--- config.mk ---
export PLATFORM = sky130hd
export DESIGN_NAME = imem_loader
export DESIGN_NICKNAME = d
export VERILOG_FILES = /design/src/rtl/imem_loader_pkg.sv /design/src/rtl/imem_loader_hold_ctr.sv /design/src/rtl/imem_loader.sv
export SDC_FILE = /design/constraint.sdc
export NUM_CORES = 1
export LEC_CHECK = 0
export CAP_MARGIN = 40
export CORE_UTILIZATION = 30
export DETAILED_ROUTE_END_ITERATION = 6
export PLACE_DENSITY = 0.55
export REMOVE_ABC_BUFFERS = 1
export SYNTH_ARGS = -nofsm -noshare
export SYNTH_HDL_FRONTEND = slang
export SYNTH_HIERARCHICAL = 1
export SYNTH_SLANG_ARGS = --single-unit
export TNS_END_PERCENT = 50
--- constraint.sdc ---
create_clock -name clk -period 2.85 [get_ports clk]
set_input_delay 0.855 -clock clk [delete_from_list [all_inputs] [get_ports clk]]
set_output_delay 0.855 -clock clk [all_outputs]
set_load 0.02 [all_outputs]
--- src/rtl/imem_loader_pkg.sv ---
// ============================================================================
// Module      : imem_loader_pkg
// Description : Shared types and constants for the instruction-memory loader.
// Revision    : 1.0 - initial release
// ============================================================================
`default_nettype none

package imem_loader_pkg;

    localparam int unsigned C_WORD_W      = 32;
    localparam int unsigned C_BYTE_STRIDE = 4;
    localparam int unsigned C_COUNT_W     = 16;

    typedef enum logic [2:0] {
        ST_IDLE    = 3'd0,
        ST_LOAD    = 3'd1,
        ST_WRITE   = 3'd2,
        ST_RELEASE = 3'd3,
        ST_RUN     = 3'd4
    } state_t;

    // Byte address of word number idx in an image starting at base.
    function automatic logic [C_WORD_W-1:0] word_addr(
        input logic [C_WORD_W-1:0]  base,
        input logic [C_COUNT_W-1:0] idx
    );
        return base + (C_WORD_W'(idx) * C_WORD_W'(C_BYTE_STRIDE));
    endfunction

endpackage

`default_nettype wire

--- src/rtl/imem_loader_hold_ctr.sv ---
// ============================================================================
// Module      : imem_loader_hold_ctr
// Description : Loadable down-counter; o_end flags the last cycle of a hold.
// Revision    : 1.0 - initial release
// ============================================================================
`default_nettype none

module imem_loader_hold_ctr #(
    parameter int unsigned HOLD_CYCLES = 2
) (
    input  logic clk,
    input  logic rst,
    input  logic i_load,
    input  logic i_en,
    output logic o_end
);

    localparam int unsigned C_CW = (HOLD_CYCLES > 1) ? $clog2(HOLD_CYCLES) : 1;
    localparam logic [C_CW-1:0] c_reload = C_CW'(HOLD_CYCLES - 1);

    logic [C_CW-1:0] r_cnt;

    always_ff @(posedge clk) begin
        if (rst) begin
            r_cnt <= '0;
        end else if (i_load) begin
            r_cnt <= c_reload;
        end else if (i_en && (r_cnt != '0)) begin
            r_cnt <= r_cnt - 1'b1;
        end
    end

    assign o_end = i_en && (r_cnt == '0);

endmodule

`default_nettype wire

--- src/rtl/imem_loader.sv ---
// ============================================================================
// Module      : imem_loader
// Description : Streams instruction words into CPU instruction memory, then
//               releases the CPU from reset. Optional: IMEM_LOADER_CHECKSUM_EN.
// Revision    : 1.0 - initial release
// ============================================================================
`default_nettype none

module imem_loader
    import imem_loader_pkg::*;
#(
    parameter logic [31:0] BASE_ADDR   = 32'd0,
    parameter int unsigned MAX_WORDS   = 64,
    parameter int unsigned HOLD_CYCLES = 2
) (
    input  logic        clk,
    input  logic        rst,
    input  logic        start,
    input  logic        in_valid,
    input  logic [31:0] in_data,
    input  logic        in_last,
    output logic        in_ready,
    output logic        initialize,
    output logic [31:0] instruction_initialize_address,
    output logic [31:0] instruction_initialize_data,
    output logic        cpu_rst,
    output logic        done,
    output logic        overflow,
    output logic [15:0] word_count
`ifdef IMEM_LOADER_CHECKSUM_EN
    ,
    output logic [31:0] checksum
`endif
);

    localparam logic [C_COUNT_W-1:0] c_max_words = C_COUNT_W'(MAX_WORDS);

    state_t               r_state;
    state_t               w_state_next;
    logic                 r_last;
    logic                 w_accept;
    logic                 w_start_ok;
    logic                 w_hold_end;
    logic [C_COUNT_W-1:0] w_count_inc;
    logic                 w_full;

    // in_ready is registered and only ever high in LOAD, so it qualifies the handshake.
    assign w_accept    = (r_state == ST_LOAD) && in_valid && in_ready;
    assign w_start_ok  = start && ((r_state == ST_IDLE) || (r_state == ST_RUN));
    assign w_count_inc = word_count + 1'b1;
    assign w_full      = (w_count_inc == c_max_words);

    imem_loader_hold_ctr #(
        .HOLD_CYCLES (HOLD_CYCLES)
    ) u_hold_ctr (
        .clk    (clk),
        .rst    (rst),
        .i_load (w_accept),
        .i_en   (r_state == ST_WRITE),
        .o_end  (w_hold_end)
    );

    always_ff @(posedge clk) begin
        if (rst) begin
            r_state <= ST_IDLE;
        end else begin
            r_state <= w_state_next;
        end
    end

    always_comb begin
        w_state_next = r_state;
        case (r_state)
            ST_IDLE:    if (start) w_state_next = ST_LOAD;
            ST_LOAD:    if (w_accept) w_state_next = ST_WRITE;
            ST_WRITE: begin
                if (w_hold_end) begin
                    w_state_next = (r_last || w_full) ? ST_RELEASE : ST_LOAD;
                end
            end
            ST_RELEASE: w_state_next = ST_RUN;
            ST_RUN:     if (start) w_state_next = ST_LOAD;
            default:    w_state_next = ST_IDLE;
        endcase
    end

    // Control outputs are decoded from the next state so they change on the same edge as the state.
    always_ff @(posedge clk) begin
        if (rst) begin
            in_ready                       <= 1'b0;
            initialize                     <= 1'b1;
            cpu_rst                        <= 1'b1;
            done                           <= 1'b0;
            overflow                       <= 1'b0;
            word_count                     <= '0;
            instruction_initialize_address <= BASE_ADDR;
            instruction_initialize_data    <= '0;
            r_last                         <= 1'b0;
        end else begin
            in_ready   <= (w_state_next == ST_LOAD);
            initialize <= (w_state_next != ST_RUN);
            cpu_rst    <= (w_state_next != ST_RUN);
            done       <= (w_state_next == ST_RUN);
            if (w_start_ok) begin
                word_count <= '0;
                overflow   <= 1'b0;
            end
            if (w_accept) begin
                instruction_initialize_data    <= in_data;
                instruction_initialize_address <= word_addr(BASE_ADDR, word_count);
                r_last                         <= in_last;
            end
            if ((r_state == ST_WRITE) && w_hold_end) begin
                word_count <= w_count_inc;
                if (!r_last && w_full) begin
                    overflow <= 1'b1;
                end
            end
        end
    end

`ifdef IMEM_LOADER_CHECKSUM_EN
    always_ff @(posedge clk) begin
        if (rst) begin
            checksum <= '0;
        end else if (w_start_ok) begin
            checksum <= '0;
        end else if (w_accept) begin
            checksum <= checksum ^ in_data;
        end
    end
`endif

endmodule

`default_nettype wire

# ---- After elaboration in Yosys (flattened, before gate mapping)
# Index checks and enable logic that the tools add are counted.
dict set report word_totals {
  reg_bits 73
  inputBits 37
  output_inout_bits 85
  word_cells 47
}
dict set report op_classes {
  add_sub_neg 2
  eq_ne 8
  mux 12
  bitwise_logic 1
  n_reduce_logical 14
}
# cell count
set op_table {}
lappend op_table {{16-bit two-way mux} 2}
lappend op_table {{16-bit by 1-bit adder with 16-bit output (second input constant)} 1}
lappend op_table {{16-bit by 7-bit equality test with 1-bit output (second input constant)} 1}
lappend op_table {{3-bit case mux with 4 select lines} 1}
lappend op_table {{3-bit two-way mux} 3}
lappend op_table {{1-bit logical AND} 7}
lappend op_table {{3-bit by 1-bit equality test with 1-bit output (second input constant)} 2}
lappend op_table {{3-bit by 2-bit equality test with 1-bit output (second input constant)} 2}
lappend op_table {{3-bit equality test (second input constant)} 2}
lappend op_table {{1-bit two-way mux} 5}
lappend op_table {{2-bit nonzero test} 2}
lappend op_table {{3-bit logical NOT} 1}
lappend op_table {{3-bit != test (second input constant)} 1}
lappend op_table {{1-bit logical OR} 2}
lappend op_table {{2-bit two-way mux} 1}
lappend op_table {{2-bit OR reduction} 1}
lappend op_table {{1-bit logical NOT} 1}
lappend op_table {{1-bit NOT} 1}
lappend op_table {{1-bit subtractor (second input constant)} 1}

# ---- Logic depth before layout (Yosys ltp)
# Gate-level depths: netlist of run 1.
dict set report depth {
  depth_word 7
  depth_mapped 8
  ltp_nobuf 7
}

# ---- Hierarchy
# The synthesis of run 1 kept the hierarchy.
# mod n_inst cells_each area_each_um2
set by_module_without_submodules {}
lappend by_module_without_submodules {imem_loader 1 409 3180.6}
lappend by_module_without_submodules {imem_loader_hold_ctr 1 5 45.0}

# ---- Worst setup path before layout of run 1
# No wires, ideal clock.
dict set report synth_path {
  path_type {register to register}
  startpoint {register word_count[0]}
  endpoint {register overflow}
  setup_ns 0.096
  arrival_ns 2.370
  setup_slack_ns 0.384
  stages_incl_launch_ff 7
  path_cell_list {dfxtp_1 > ha_1 > nand3_2 > or4_1 > xnor2_1 > or4_4 > o41ai_2}
}
dict set report synth_between {
  elab_chain_len 5
}
# element line_no
set synth_rtl {}
lappend synth_rtl {{from (decl)} imem_loader.sv:29} ;# output logic [15:0] word_count
lappend synth_rtl {{from (signal assigned)} imem_loader.sv:114} ;# word_count <= w_count_inc;
lappend synth_rtl {{16-bit by 1-bit adder with 16-bit output} imem_loader.sv:50} ;# assign w_count_inc = word_count + 1'b1;
lappend synth_rtl {{16-bit by 7-bit equality test with 1-bit output} imem_loader.sv:51} ;# assign w_full = (w_count_inc == c_max_words);
lappend synth_rtl {{1-bit logical AND} imem_loader.sv:115} ;# if (!r_last && w_full) begin
lappend synth_rtl {{1-bit two-way mux} imem_loader.sv:115}
lappend synth_rtl {{1-bit two-way mux} imem_loader.sv:113} ;# if ((r_state == ST_WRITE) && w_hold_end) begin
lappend synth_rtl {{to (signal assigned)} imem_loader.sv:94} ;# overflow <= 1'b0;
lappend synth_rtl {{to (signal assigned)} imem_loader.sv:106} ;# overflow <= 1'b0;
lappend synth_rtl {{to (signal assigned)} imem_loader.sv:116} ;# overflow <= 1'b1;
lappend synth_rtl {{to (decl)} imem_loader.sv:28} ;# output logic overflow,
# No other way between the ends.
# A chain may end at the register's enable or synchronous reset.

# ---- Worst setup path after layout of run 1
# Same ends and word-level chain as after synthesis.

==> impl_results.md, run 1 <==
* Status: completed
* Final Hold Viols at 0
* Crit path max-delay family: simple AND/OR/NAND/NOR gates
* Number of global-route vias before repair at 2891
* RSZ-0062 raised after global routing: false
* Cts hold-fix bufs at 0
* Root Buffer: clkbuf_8
* CTS Buffer Depth at 2
* Die area at 0.01117 mm^2
* Worst slew pin tran at 638.7 ps
* Via count at 3101
* CP max stage cell: or4_4
* Buf/Inv on CP at 0
* F_max at 394.3 MHz
* Nets@finish at 553
* Num CTS Buffers at 9
* Post-layout min period at 2536 ps
* Layout cells sized above 1 at 9.615%
* Final WS setup at 313.6 ps
* Register area at 0.001461 mm^2
* Async SR Flop Fraction at 0%
* MaxCap Viol Count at 0
* DR pass1 iterations at 4
* CP endpoint kind: flop
* Power density over the cells at 494.4 mW/mm^2
* H-tree depth at 3
* Final period util at 89.00%
* Sequential area share after synthesis at 45.31%
* Worst-path fanout max at 9
* Drt wl/cell at 13.35 um
* Number of I/O pins at 122
* CP cell instances: ha_1 -> nand3_2 -> or4_1 -> xnor2_1 -> or4_4 -> o41ai_2
* Leakage power at 1.599 nW
* Count leader, synth: nand2_1
* Setup Total Neg Slack at 0 ps
* Placed wire-length estimate at 6.080 mm
* Cell taking the most area after synthesis: dfxtp_1
* Chip width at 105.7 um
* Inserted Diodes at 0
* WL final at 8.757 mm
* Final antenna-violating net count at 0
* Worst vdd ir at 287.1 uV
* First-pass GRT wire length at 14.11 mm
* Post-Syn Area at 0.003226 mm^2
* Initial Util at 31.11%
* Core area at 0.01037 mm^2
* Reg clk slew, reported paths at 80 ps
* RePlAce Congestion at 0.7956
* Worst stage delay on the critical path at 560 ps
* Yosys reg bits at 73
* Clk_lat worst skew at 340 ps
* Mapped Cells at 414
* Slew Limit Fails at 0
* Number of synthesized flops with an enable pin at 0
* Setup bufs post-CTS at 0
* Die Ht at 105.7 um
* Site row count at 37
* Synth warnings at 6
* Arrival time worst endpoint at 2790 ps
* Port bufs at 105
* CTS tree: done
* Post_cts resized at 0
* CTS Sinks at 73
* Most frequent cells after synthesis: 115 x nand2_1, 73 x dfxtp_1, 67 x a21oi_1, 25 x clkbuf_1, 22 x nor2_1
* Multi-input logic area at 0.001543 mm^2
* Main synth FF type: dfxtp_1
* Crit path required time at 3100 ps
* Synth Area per Inst at 7.791 um^2
* Initial antenna violation count at 0
* Headroom to the max-slew limit at 57.42%
* Hold WC Path Type: reg2reg
* Top cell type's share of synthesized area at 45.31%
* Worst Skew at 8.947 ps
* Fillers at 1070
* Congestion Overflow GR at 0
* Pre-CTS setup slack at 180.2 ps
* CP Launch Type: flop
* GR Util All Layers at 15.88%
* Vias per cell at 4.727
* Top post-synthesis cells by area: dfxtp_1 45%, nand2_1 13%, a21oi_1 10%
* Synth cell types at 51
* # DRC at 0
* Critical path type: reg2reg
* Setup violations, final at 0
* Pin count of the biggest net entering global routing at 35
* Area delta synth->final at 44.18%
* Iteration-0 DRC Markers at 128
* Pwr Total at 2.299 mW
==> kinds of logic (layout without fill, tap and decap cells) <==
kind of cell | after synthesis | count (layout) | synth area share, %
AO/OA/AOI/OAI | 98 | 98 | 17.96
XOR/XNOR | 2 | 2 | 0.5432
adder cells (fa/ha/maj) | 1 | 1 | 0.3878
buffers and inverters | 55 | 146 | 8.766
flip-flops | 73 | 73 | 45.31
multiplexers | 3 | 3 | 0.9310
other | 1 | 16 | 0.1163
AND/OR/NAND/NOR | 181 | 181 | 25.99
==> layout make-up <==
class | count | area share, %
inverter | 6 | 0.4843
clock buffer | 9 | 2.663
tap | 136 | 3.659
clock inverter | 7 | 3.040
sequential | 73 | 31.42
timing repair buffer | 124 | 25.56
multi-input combinational | 301 | 33.17
==> path summary, 6_finish.rpt <==
check,from,endpoint,slack [ps],depth (start not counted)
max,word_count[0],overflow,310,6
min,instruction_initialize_address[4],instruction_initialize_address[4],460,2
max reg2reg,word_count[0],overflow,310,6
min reg2reg,instruction_initialize_address[4],instruction_initialize_address[4],460,2
==> power by group <==
group / total, mW / leakage [nW] / internal (mW) / switching [mW]
clock network: 1.08 / 0.130 / 0.672 / 0.407
logic: 0.179 / 0.880 / 0.0811 / 0.0978
registers: 1.04 / 0.589 / 1.03 / 0.00974
total: 2.30 / 1.60 / 1.78 / 0.515
==> worst min-delay path, stage by stage (launching register included) <==
cell and delay (ps):
dfxtp_1 310, nand2_1 50, a21oi_1 50
==> flip-flops by register name, summed over array words and instances (netlist names) <==
register / cells
word_count: 16
overflow: 1
u_hold_ctr/r_cnt: 1
r_last: 1
instruction_initialize_data: 32
done: 1
instruction_initialize_address: 16
cpu_rst: 1
in_ready: 1
r_state: 3
==> metrics by stage <==
step | std cells | hold WS, ps | utilization, % | cell area (um^2)
final | 656 | 456.2 | 44.85 | 4651
after global routing | 656 | 472.4 | 44.85 | 4651
after CTS | 656 | 456.8 | 44.85 | 4651
after detailed placement | 640 | 446.1 | 42.29 | 4385
after global placement | 640 | 441.7 | 42.29 | 4385
after floorplan | 380 | 430.3 | - | 3022
==> per-layer routing <==
layer | GRT usage, % | vias up | share of wire (%)
li1 | - | 1573 | -
met1 | 20.12 | 1420 | 48
met2 | 26.05 | 91 | 45
met3 | 3.092 | 17 | 5.1
met4 | 7.044 | 0 | 2.2
met5 | 0 | - | 0
==> cell usage in the layout (no fill, tap or decap), drive strengths merged, types with 4 or more instances in the layout <==
| cell | count |
|---|---|
| conb | 16 |
| clkbuf | 9 |
| nor4 | 4 |
| o21ai | 12 |
| nand2 | 115 |
| clkdlybuf4s50 | 104 |
| dfxtp | 73 |
| nor2 | 22 |
| nor3 | 5 |
| a21oi | 68 |
| a311oi | 4 |
| bufinv | 4 |
| nand3 | 8 |
| nand4 | 5 |
| inv | 7 |
| buf | 20 |
Power figures use the tool's default switching activity.
==> run 2, diff against run 1 <==
- ABC_AREA: unset -> 0
- RECOVER_POWER: unset -> 50
==> run 2 against run 1 <==
  * Final area fell by 0.40%
  * Highest routed layer unchanged
  * Critical endpoint unchanged
  * Setup slack improved by 4.3 ps
  * Sequential power barely moved
  * Sequential share of layout area is 0.13 points higher
==> impl_results.md, run 2 (same netlist as run 1, synthesis figures left out) <==
* RePlAce Congestion at 0.7956
* Post_cts resized at 0
* Final Hold Viols at 0
* Root Buffer: clkbuf_8
* Num CTS Buffers at 9
* CTS Sinks at 73
* Status: completed
* Clk_lat worst skew at 340 ps
* Nets@finish at 553
* Clock power share at 47.0%
* WL final at 8.767 mm
* MaxCap Viol Count at 0
* Most common cell after layout, fill and taps aside: nand2_1
* Port bufs at 105
* Critical path type: reg2reg
* H-tree depth at 3
* Net Sw Frac at 22.41%
* Final period util at 88.85%
* Slew Limit Fails at 0
* Initial antenna violation count at 0
* Post-layout min period at 2532 ps
* Initial Util at 31.11%
* Setup bufs post-CTS at 0
* Cts hold-fix bufs at 0
* Reg2Reg Depth at 6
* Site row count at 37
* Final antenna-violating net count at 0
* Inserted Diodes at 0
* Comb pwr share at 7.6%
* First-pass GRT wire length at 14.11 mm
* Area delta synth->final at 43.60%
* Number of I/O pins at 122
* Die area at 0.01117 mm^2
* Hold WC Path Type: reg2reg
* Congestion Overflow GR at 0
* Layout cells sized above 1 at 8.654%
* CP Launch Type: flop
* Final Cell Area at 0.004632 mm^2
* Leakage power at 1.628 nW
* GR Util All Layers at 15.88%
* Pin count of the biggest net entering global routing at 35
* Most frequent cells in the layout: 115 x nand2_1, 87 x clkdlybuf4s50_1, 73 x dfxtp_1
* Core area at 0.01037 mm^2
* Vias per cell at 4.739
* Worst slew pin tran at 815.8 ps
* CTS Buffer Depth at 2
* Number of global-route vias before repair at 2891
* Power density over the cells at 495.6 mW/mm^2
* Sequential group share of total power at 45.4%
* Worst Skew at 8.936 ps
* Internal cell power at 1.781 mW
* RSZ-0062 raised after global routing: false
* Pwr Total at 2.296 mW
* Placed wire-length estimate at 6.080 mm
* Cell Area, Placed at 0.004385 mm^2
* Via count at 3109
* Iteration-0 DRC Markers at 120
* R2r setup slk at 320 ps
* Biggest regs: instruction_initialize_data (32), instruction_initialize_address (16), word_count (16)
* F_max at 394.9 MHz
* Crit path required time at 3100 ps
* CP endpoint kind: flop
* Sw power at 0.5145 mW
* Worst-path fanout max at 9
* Chip width at 105.7 um
* Reg with most FFs: instruction_initialize_data
* Max reg flops at 32
* Die Ht at 105.7 um
* DR pass1 iterations at 5
* Arrival time worst endpoint at 2790 ps
* Setup violations, final at 0
* Reg clk slew, reported paths at 80 ps
* # DRC at 0
* Drt wl/cell at 13.36 um
* Headroom to the max-slew limit at 45.61%
* CTS tree: done
* Worst vdd ir at 286.8 uV
* Hold path cells at 2
==> run 2: final cells by class <==
cell class / count / area, um^2
fillers: 1074 / 5738
multi-input cells: 301 / 1538
inverters: 6 / 22.52
well taps: 136 / 170.2
flip-flops and latches: 73 / 1461
repair buffers: 124 / 1175
clock inverters: 7 / 141.4
clock buffers: 9 / 123.9
==> run 2: worst paths after layout <==
check                                            to                               from
setup / recovery                           overflow                      word_count[0]
setup reg to reg                           overflow                      word_count[0]
hold reg to reg   instruction_initialize_address[9]  instruction_initialize_address[9]
hold / removal    instruction_initialize_address[9]  instruction_initialize_address[9]
==> run 2: routing by layer <==
layer	GRT usage [%]	part of all wire (%)	up-vias
li1	-	-	1574
met5	0	0	-
met2	26.05	45	106
met3	3.092	5.5	18
met1	20.12	48	1411
met4	7.044	2.2	0
==> run 2: power groups by stage <==
stage | registers, mW | logic [mW] | clock network, mW
3_5_place_dp | 1.07 | 0.180 | 0
6_report | 1.04 | 0.175 | 1.08
2_1_floorplan | 1.08 | 0.0584 | 0
5_1_grt | 1.04 | 0.190 | 1.16
4_1_cts | 1.04 | 0.181 | 1.11
3_3_place_gp | 1.07 | 0.179 | 0
==> run 2: critical path, stage by stage (launching register included) <==
cell	delay [ps]
dfxtp_1	480
ha_1	290
nand3_2	170
or4_1	510
xnor2_1	160
or4_4	560
o41ai_2	280
==> run 2: metrics by stage <==
step                setup TNS (ps)  setup slack (ps)  hold slack (ps)  instances  util, %
finish                           0             317.8            453.0        656    44.67
global route                     0             175.6            472.0        656    44.67
CTS                              0             311.1            456.8        656    44.85
detailed placement               0             180.2            446.1        640    42.29
global placement                 0             219.3            441.7        640    42.29
floorplan                    -1938            -343.0            430.3        380        -
